**config.mk**
```make
export PLATFORM = sky130hd
export DESIGN_NAME = riscv_lsu_flat
export DESIGN_NICKNAME = d
export VERILOG_FILES = /design/src/rtl/riscv_lsu_if.sv /design/src/rtl/riscv_lsu.sv /design/src/flat_wrapper.sv
export SDC_FILE = /design/constraint.sdc
export NUM_CORES = 1
export LEC_CHECK = 0
export ABC_AREA = 1
export BUFFER_PORTS_ARGS = -buffer_cell sky130_fd_sc_hd__buf_2
export CORE_ASPECT_RATIO = 1.25
export CORE_MARGIN = 5
export CORE_UTILIZATION = 53
export CTS_CLUSTER_SIZE = 14
export DETAILED_ROUTE_END_ITERATION = 10
export HOLD_SLACK_MARGIN = 0.06
export PLACE_DENSITY = 0.85
export SYNTH_ARGS = -nofsm -noshare
export SYNTH_HDL_FRONTEND = slang
export SYNTH_SLANG_ARGS = --single-unit
```
**constraint.sdc**
```tcl
create_clock -name i_clk -period 4.4 [get_ports i_clk]
set_input_delay 0.66 -clock i_clk [delete_from_list [all_inputs] [get_ports i_clk]]
set_output_delay 0.66 -clock i_clk [all_outputs]
set_load 0.05 [all_outputs]
```
**src/rtl/riscv_lsu_if.sv**
```systemverilog
// Core-side request/response bundle and data-memory port bundle for riscv_lsu.
// Signal names keep the LSU's point of view (i_ = into the LSU, o_ = out of it).
// The LSU uses core_if.slave and dmem_if.master.

`ifndef XLEN
`define XLEN 32
`endif
`ifndef DMEM_ADDR_BIT
`define DMEM_ADDR_BIT 12
`endif

interface riscv_lsu_core_if #(
  parameter int XLEN = `XLEN
);
  logic            i_lsu_req;
  logic            i_lsu_we;
  logic [2:0]      i_lsu_funct3;
  logic [XLEN-1:0] i_lsu_addr;
  logic [XLEN-1:0] i_lsu_wdata;
  logic            o_lsu_busy;
  logic            o_lsu_done;
  logic [XLEN-1:0] o_lsu_rdata;
  logic            o_lsu_err;

  // pipeline side: issues requests, consumes results
  modport master (
    output i_lsu_req, i_lsu_we, i_lsu_funct3, i_lsu_addr, i_lsu_wdata,
    input  o_lsu_busy, o_lsu_done, o_lsu_rdata, o_lsu_err
  );

  // LSU side
  modport slave (
    input  i_lsu_req, i_lsu_we, i_lsu_funct3, i_lsu_addr, i_lsu_wdata,
    output o_lsu_busy, o_lsu_done, o_lsu_rdata, o_lsu_err
  );
endinterface

interface riscv_lsu_dmem_if #(
  parameter int XLEN          = `XLEN,
  parameter int DMEM_ADDR_BIT = `DMEM_ADDR_BIT
);
  logic [DMEM_ADDR_BIT-3:0] o_dmem_addr;
  logic [XLEN-1:0]          o_dmem_data;
  logic [XLEN/8-1:0]        o_dmem_byte_sel;
  logic                     o_dmem_wr_en;
  logic [XLEN-1:0]          i_dmem_data;

  // LSU side: drives address/strobes, reads combinational data
  modport master (
    output o_dmem_addr, o_dmem_data, o_dmem_byte_sel, o_dmem_wr_en,
    input  i_dmem_data
  );

  // memory side
  modport slave (
    input  o_dmem_addr, o_dmem_data, o_dmem_byte_sel, o_dmem_wr_en,
    output i_dmem_data
  );
endinterface

```
**src/rtl/riscv_lsu.sv**
```systemverilog
// Load/store unit: one core request -> one or two data-memory word accesses, lane steering, load extension.
// Latency accept->done: error 1 cycle, aligned 2, split 3; requests are only taken in IDLE (busy otherwise).
// LSU_MISALIGN_EN: when defined, accesses crossing a word boundary split into ACC0+ACC1; otherwise they fail with err.

`ifndef XLEN
`define XLEN 32
`endif
`ifndef DMEM_ADDR_BIT
`define DMEM_ADDR_BIT 12
`endif

module riscv_lsu #(
  parameter int XLEN          = `XLEN,
  parameter int DMEM_ADDR_BIT = `DMEM_ADDR_BIT
) (
  input  logic             i_clk,
  input  logic             i_rst,
  riscv_lsu_core_if.slave  core,
  riscv_lsu_dmem_if.master dmem
);

  localparam int WA = DMEM_ADDR_BIT - 2;

  typedef enum logic [1:0] {
    ST_IDLE = 2'd0,
    ST_ACC0 = 2'd1,
`ifdef LSU_MISALIGN_EN
    ST_ACC1 = 2'd3,
`endif
    ST_DONE = 2'd2
  } state_t;

  // lane mask of an access of the given funct3 size, right-justified
  function automatic logic [3:0] size_mask_of(input logic [2:0] f3);
    case (f3[1:0])
      2'd0:    size_mask_of = 4'b0001;
      2'd1:    size_mask_of = 4'b0011;
      default: size_mask_of = 4'b1111;
    endcase
  endfunction

  function automatic logic [2:0] size_of(input logic [2:0] f3);
    case (f3[1:0])
      2'd0:    size_of = 3'd1;
      2'd1:    size_of = 3'd2;
      default: size_of = 3'd4;
    endcase
  endfunction

  function automatic logic is_illegal(input logic we, input logic [2:0] f3);
    if (we) is_illegal = (f3 > 3'd2);
    else    is_illegal = (f3 == 3'd3) || (f3 == 3'd6) || (f3 == 3'd7);
  endfunction

  // access runs past the end of its word
  function automatic logic is_split(input logic [2:0] f3, input logic [1:0] off);
    is_split = ({1'b0, off} + size_of(f3)) > 3'd4;
  endfunction

  state_t                   state_q, state_d;
  logic                     we_q, we_d;
  logic [2:0]               funct3_q, funct3_d;
  logic [DMEM_ADDR_BIT-1:0] addr_q, addr_d;
  logic [XLEN-1:0]          wdata_q, wdata_d;
  logic [XLEN-1:0]          result_q, result_d;
  logic                     err_q, err_d;

  logic [1:0]      off;
  logic [WA-1:0]   word_addr;
  logic [3:0]      lane_lo;
  logic [XLEN-1:0] data_lo;
  logic [XLEN-1:0] rd_lo;
  logic            req_bad;
`ifdef LSU_MISALIGN_EN
  logic [3:0]      lane_hi;
  logic [XLEN-1:0] data_hi;
  logic [XLEN-1:0] rd_hi;
`endif

  logic [WA-1:0]   dmem_addr;
  logic [XLEN-1:0] dmem_data;
  logic [3:0]      dmem_sel;
  logic            dmem_wr;
  logic [XLEN-1:0] rdata_ext;
  logic            done;

  // address bits above the memory size are architecturally ignored
  logic unused_addr_hi;
  assign unused_addr_hi = ^core.i_lsu_addr[XLEN-1:DMEM_ADDR_BIT];

  assign off       = addr_q[1:0];
  assign word_addr = addr_q[DMEM_ADDR_BIT-1:2];
  // first word gets the low part of the access shifted up to its byte offset
  assign lane_lo   = size_mask_of(funct3_q) << off;
  assign data_lo   = wdata_q << {off, 3'b000};
  assign rd_lo     = dmem.i_dmem_data >> {off, 3'b000};
`ifdef LSU_MISALIGN_EN
  // second word gets whatever spilled past byte lane 3
  assign lane_hi   = size_mask_of(funct3_q) >> (3'd4 - {1'b0, off});
  assign data_hi   = wdata_q >> (6'd32 - {1'b0, off, 3'b000});
  assign rd_hi     = dmem.i_dmem_data << (6'd32 - {1'b0, off, 3'b000});
  assign req_bad   = is_illegal(core.i_lsu_we, core.i_lsu_funct3);
`else
  assign req_bad   = is_illegal(core.i_lsu_we, core.i_lsu_funct3) ||
                     is_split(core.i_lsu_funct3, core.i_lsu_addr[1:0]);
`endif

  // state and request registers; reset aborts any access in flight
  always_ff @(posedge i_clk or posedge i_rst) begin
    if (i_rst) begin
      state_q  <= ST_IDLE;
      we_q     <= 1'b0;
      funct3_q <= 3'd0;
      addr_q   <= '0;
      wdata_q  <= '0;
      result_q <= '0;
      err_q    <= 1'b0;
    end else begin
      state_q  <= state_d;
      we_q     <= we_d;
      funct3_q <= funct3_d;
      addr_q   <= addr_d;
      wdata_q  <= wdata_d;
      result_q <= result_d;
      err_q    <= err_d;
    end
  end

  // next state, request capture, memory port drive and load-data collection
  always_comb begin
    state_d   = state_q;
    we_d      = we_q;
    funct3_d  = funct3_q;
    addr_d    = addr_q;
    wdata_d   = wdata_q;
    result_d  = result_q;
    err_d     = err_q;
    dmem_addr = word_addr;
    dmem_data = data_lo;
    dmem_sel  = 4'b0000;
    dmem_wr   = 1'b0;
    case (state_q)
      ST_IDLE: begin
        if (core.i_lsu_req) begin
          we_d     = core.i_lsu_we;
          funct3_d = core.i_lsu_funct3;
          addr_d   = core.i_lsu_addr[DMEM_ADDR_BIT-1:0];
          wdata_d  = core.i_lsu_wdata;
          result_d = '0;
          err_d    = req_bad;
          state_d  = req_bad ? ST_DONE : ST_ACC0;
        end
      end
      ST_ACC0: begin
        dmem_sel = we_q ? lane_lo : 4'b0000;
        dmem_wr  = we_q;
        if (!we_q) result_d = rd_lo;
`ifdef LSU_MISALIGN_EN
        state_d = is_split(funct3_q, off) ? ST_ACC1 : ST_DONE;
`else
        state_d = ST_DONE;
`endif
      end
`ifdef LSU_MISALIGN_EN
      ST_ACC1: begin
        dmem_addr = word_addr + 1'b1;
        dmem_data = data_hi;
        dmem_sel  = we_q ? lane_hi : 4'b0000;
        dmem_wr   = we_q;
        if (!we_q) result_d = result_q | rd_hi;
        state_d   = ST_DONE;
      end
`endif
      ST_DONE: state_d = ST_IDLE;
      default: state_d = ST_IDLE;
    endcase
  end

  // load result extension by access type; stores and errors carry a zero result
  always_comb begin
    rdata_ext = result_q;
    case (funct3_q)
      3'd0:    rdata_ext = {{24{result_q[7]}}, result_q[7:0]};
      3'd1:    rdata_ext = {{16{result_q[15]}}, result_q[15:0]};
      3'd4:    rdata_ext = {24'd0, result_q[7:0]};
      3'd5:    rdata_ext = {16'd0, result_q[15:0]};
      default: rdata_ext = result_q;
    endcase
  end

  assign done                 = (state_q == ST_DONE);
  assign core.o_lsu_busy      = (state_q != ST_IDLE);
  assign core.o_lsu_done      = done;
  assign core.o_lsu_rdata     = done ? rdata_ext : '0;
  assign core.o_lsu_err       = done & err_q;
  assign dmem.o_dmem_addr     = dmem_addr;
  assign dmem.o_dmem_data     = dmem_data;
  assign dmem.o_dmem_byte_sel = dmem_sel;
  assign dmem.o_dmem_wr_en    = dmem_wr;

endmodule

```
**src/flat_wrapper.sv**
```systemverilog
// flat-port wrapper written by rule: the top's interface ports become plain ports
module riscv_lsu_flat 
#(
  parameter int XLEN          = `XLEN,
  parameter int DMEM_ADDR_BIT = `DMEM_ADDR_BIT
)
  (i_clk, i_rst, core_i_lsu_req, core_i_lsu_we, core_i_lsu_funct3, core_i_lsu_addr, core_i_lsu_wdata, core_o_lsu_busy, core_o_lsu_done, core_o_lsu_rdata, core_o_lsu_err, dmem_o_dmem_addr, dmem_o_dmem_data, dmem_o_dmem_byte_sel, dmem_o_dmem_wr_en, dmem_i_dmem_data);
  riscv_lsu_core_if #(.XLEN(XLEN)) core_i ();
  riscv_lsu_dmem_if #(.XLEN(XLEN), .DMEM_ADDR_BIT(DMEM_ADDR_BIT)) dmem_i ();
  input  logic i_clk;
  input  logic i_rst;
  input wire logic [$bits(core_i.i_lsu_req)-1:0] core_i_lsu_req;
  input wire logic [$bits(core_i.i_lsu_we)-1:0] core_i_lsu_we;
  input wire logic [$bits(core_i.i_lsu_funct3)-1:0] core_i_lsu_funct3;
  input wire logic [$bits(core_i.i_lsu_addr)-1:0] core_i_lsu_addr;
  input wire logic [$bits(core_i.i_lsu_wdata)-1:0] core_i_lsu_wdata;
  output wire logic [$bits(core_i.o_lsu_busy)-1:0] core_o_lsu_busy;
  output wire logic [$bits(core_i.o_lsu_done)-1:0] core_o_lsu_done;
  output wire logic [$bits(core_i.o_lsu_rdata)-1:0] core_o_lsu_rdata;
  output wire logic [$bits(core_i.o_lsu_err)-1:0] core_o_lsu_err;
  output wire logic [$bits(dmem_i.o_dmem_addr)-1:0] dmem_o_dmem_addr;
  output wire logic [$bits(dmem_i.o_dmem_data)-1:0] dmem_o_dmem_data;
  output wire logic [$bits(dmem_i.o_dmem_byte_sel)-1:0] dmem_o_dmem_byte_sel;
  output wire logic [$bits(dmem_i.o_dmem_wr_en)-1:0] dmem_o_dmem_wr_en;
  input wire logic [$bits(dmem_i.i_dmem_data)-1:0] dmem_i_dmem_data;
  assign core_i.i_lsu_req = core_i_lsu_req;
  assign core_i.i_lsu_we = core_i_lsu_we;
  assign core_i.i_lsu_funct3 = core_i_lsu_funct3;
  assign core_i.i_lsu_addr = core_i_lsu_addr;
  assign core_i.i_lsu_wdata = core_i_lsu_wdata;
  assign core_o_lsu_busy = core_i.o_lsu_busy;
  assign core_o_lsu_done = core_i.o_lsu_done;
  assign core_o_lsu_rdata = core_i.o_lsu_rdata;
  assign core_o_lsu_err = core_i.o_lsu_err;
  assign dmem_o_dmem_addr = dmem_i.o_dmem_addr;
  assign dmem_o_dmem_data = dmem_i.o_dmem_data;
  assign dmem_o_dmem_byte_sel = dmem_i.o_dmem_byte_sel;
  assign dmem_o_dmem_wr_en = dmem_i.o_dmem_wr_en;
  assign dmem_i.i_dmem_data = dmem_i_dmem_data;
  riscv_lsu #(.XLEN(XLEN), .DMEM_ADDR_BIT(DMEM_ADDR_BIT)) u_core (.i_clk(i_clk), .i_rst(i_rst), .core(core_i), .dmem(dmem_i));
endmodule
```
==> flow_summary.json <==
{
  "fin_cells": 921,
  "crit_family": "buffers and inverters",
  "synth-seq-cells": 83,
  "outcome": "finished clean",
  "grt_overflow_total": 0,
  "crit_buf_inv": 2,
  "whs_ns": 0.3932,
  "vias": 4847,
  "rsz0062_at_grt": "no",
  "cp.arrival_ns": 2.81,
  "nFillCells": 771,
  "slowest_stage": "dfrtp_2",
  "clock_latency_ns": 0.35,
  "period_needed_ns": 3.475,
  "power.total_mw": 3.084,
  "synth_cell_types": 20,
  "rr_endpoint": "u_core.result_q[0]$_DFFE_PP0P_",
  "cp-end-kind": "output port",
  "worstReg2RegStart": "u_core.addr_q[0]$_DFFE_PP0P_",
  "p_per_area_nw_per_um2": 552.8,
  "postSynthCellCount": 664,
  "postCtsHoldBufs": 0,
  "drt-total-wl_mm": 13.44,
  "die_area_um2": 10730,
  "place_inst": 906,
  "clk_pin_slew_ns": 0.09,
  "report.final.setup_viol": 0,
  "r2r_cells": 5,
  "final_core_util": 0.6483,
  "crit_path_max_incr_delay_ns": 0.77,
  "netlist_area_um2": 4638,
  "r2r_slack_ns": 2.13,
  "path_cells": "inv_2 -> nand2_1 -> o22ai_1 -> buf_2",
  "min_path_type": "input port to asynchronous set/reset pin",
  "ant_nets": 0,
  "htree_levels": 3,
  "startpoint_type": "flop",
  "cts_tree": "built",
  "wl_per_cell_um": 14.59,
  "clock_skew_ns": 0.01184,
  "num_io_pins": 185,
  "grt_first_pass_wirelength_mm": 21.63,
  "ctsResizeCount": 0,
  "place_congestion": 0.9117,
  "p_int_mw": 1.538,
  "dp_hpwl_mm": 9.760,
  "p_comb_frac": 0.489,
  "power_switching_mw": 1.546,
  "yosys_warnings": 0,
  "antenna_found_initial": 0,
  "worstSetupPathType": "flop to output port",
  "rows": 38,
  "port_buffers": 164,
  "drc": 0,
  "crit_path_end": "dmem_o_dmem_data[17]",
  "critPathMaxFanout": 66,
  "layout-drive-gt1-share": 0.2447,
  "fin_nets": 902,
  "worstPathRequired_ns": 3.74,
  "ir_drop_mv": 0.4908,
  "cts_made_buffers": 9,
  "cp.depth": 4,
  "synth_top_cell_by_area": "dfrtp_1",
  "pwr-share-clk": 0.179,
  "synth_fp_nets": 769,
  "fmax_mhz": 287.8,
  "netlist.area_leader.share": 0.4478,
  "drt_iter0_markers": 248,
  "maxSlewViolCount": 0,
  "p_sw_frac": 0.5012,
  "cts_setup_buffers": 0,
  "slew_headroom": 0.2545,
  "syn_area_per_cell_um2": 6.985,
  "grt_max_degree": 67,
  "grt_pass1_vias": 4610,
  "hold_viol_final": 0,
  "drt-vias-per-instance": 5.263,
  "dr.pass1.iters": 5,
  "sequentialPowerShare": 0.332,
  "worstMarginPinSlew_ns": 1.116,
  "dieWidth_um": 93.67,
  "yosysSeqAreaShare": 0.4478,
  "p_leak_nw": 3.186,
  "grtUsageTotal": 0.2531,
  "cp-startpoint": "u_core.addr_q[0]$_DFFE_PP0P_",
  "syn_to_final_growth_pct": 20.29,
  "cts-root-buf": "clkbuf_8",
  "cts_buffer_depth": 2,
  "drv_cap": 0,
  "diodes": 0,
  "start_util": 0.5390,
  "synthTopCellsByArea": "dfrtp_1 45%, nand2_1 19%, o21ai_0 7.3%",
  "fin_setup_tns_ns": 0,
  "die_y_um": 114.6,
  "coreArea_um2": 8606,
  "fin_crit_sh": 0.7897,
  "clock_sinks": 83
}
-- worst register-to-register path, cell delays in order, from the launching register on --
cell and delay (ns):
dfrtp_2 1.03, inv_2 0.57, nand2_1 0.20, nand3_1 0.09, nand3_1 0.15, o21ai_0 0.11
-- cells by family (layout without fill, tap and decap cells) --
| group | after synthesis | in the layout | share of synthesized area |
|---|---|---|---|
| buffers and inverters | 107 | 244 | 0.1066 |
| and+or+nand+nor | 372 | 372 | 0.3205 |
| adders and majority gates | 2 | 2 | 0.007013 |
| AOI/OAI and AO/OA | 100 | 100 | 0.1182 |
| DFF | 83 | 83 | 0.4478 |
-- how the worst min path moves through the flow --
| stage | start | end | slack [ns] |
|---|---|---|---|
| global route | i_rst | u_core.result_q[4]$_DFFE_PP0P_ | 0.44 |
| detailed placement | u_core.addr_q[8]$_DFFE_PP0P_ | u_core.addr_q[8]$_DFFE_PP0P_ | 0.46 |
| global placement | u_core.addr_q[4]$_DFFE_PP0P_ | u_core.addr_q[4]$_DFFE_PP0P_ | 0.46 |
| finish | i_rst | u_core.result_q[5]$_DFFE_PP0P_ | 0.39 |
| CTS | i_rst | u_core.result_q[4]$_DFFE_PP0P_ | 0.41 |
| floorplan | u_core.err_q$_DFFE_PP0P_ | u_core.err_q$_DFFE_PP0P_ | 0.45 |
-- layer usage --
layer	up-vias	track usage	share of wire
li1	2338	-	-
met1	2229	0.3268	0.40
met2	255	0.4208	0.49
met3	25	0.04799	0.084
met4	0	0.09827	0.025
met5	-	0	0
-- layout by cell type (no fill, tap or decap) --
master and instances:
nand2_2 4, a21oi_1 10, dfrtp_1 82, clkbuf_8 11
clkinv_2 2, o22ai_1 6, nor2_1 78, dfrtp_2 1
clkinv_1 2, o21ai_0 68, inv_2 5, fa_1 1
ha_1 1, inv_1 52, clkbuf_1 2, nor2_4 3
nand3_1 50, buf_2 164, bufinv_16 1, nand2_1 237
o211ai_1 16, buf_4 5
-- per-stage QoR --
step / setup slack (ns) / area (um2)
after floorplan: 1.421 / 4638
after CTS: 0.9159 / 5579
after global placement: 1.322 / 5385
after detailed placement: 1.299 / 5385
after global routing: 0.6794 / 5579
final: 0.9255 / 5579
-- state kept, by name (all words and copies together) (netlist names) --
signal           cells
u_core.funct3_q      3
u_core.wdata_q      32
u_core.addr_q       12
u_core.err_q         1
u_core.result_q     32
u_core.we_q          1
u_core.state_q       2
-- synth_stat cells (all sizes together) --
cell      n
nand3    50
clkinv    2
nor2     81
o21ai    68
o22ai     6
a21oi    10
nand2   241
dfrtp    83
o211ai   16
inv      58
ha        1
clkbuf    9
fa        1
buf      38
-- power by group through the flow --
stage / Combinational (mW) / Sequential, mW / Clock (mW)
after floorplan: 1.24 / 0.975 / 0
after global routing: 1.62 / 1.04 / 0.595
after detailed placement: 1.50 / 1.04 / 0
after CTS: 1.51 / 1.02 / 0.553
after global placement: 1.48 / 1.03 / 0
final: 1.51 / 1.02 / 0.553
-- cell type report --
| class | count | area, um2 | share of cell area |
|---|---|---|---|
| clock buffers | 13 | 158.9 | 0.02848 |
| flip-flops and latches | 83 | 2078 | 0.3725 |
| well taps | 120 | 150.1 | 0.02691 |
| multi-input cells | 474 | 2072 | 0.3714 |
| inverters | 60 | 226.5 | 0.04059 |
| clock inverters | 2 | 35.03 | 0.006279 |
| repair buffers | 169 | 858.3 | 0.1538 |
(Power assumes the default switching activity.)
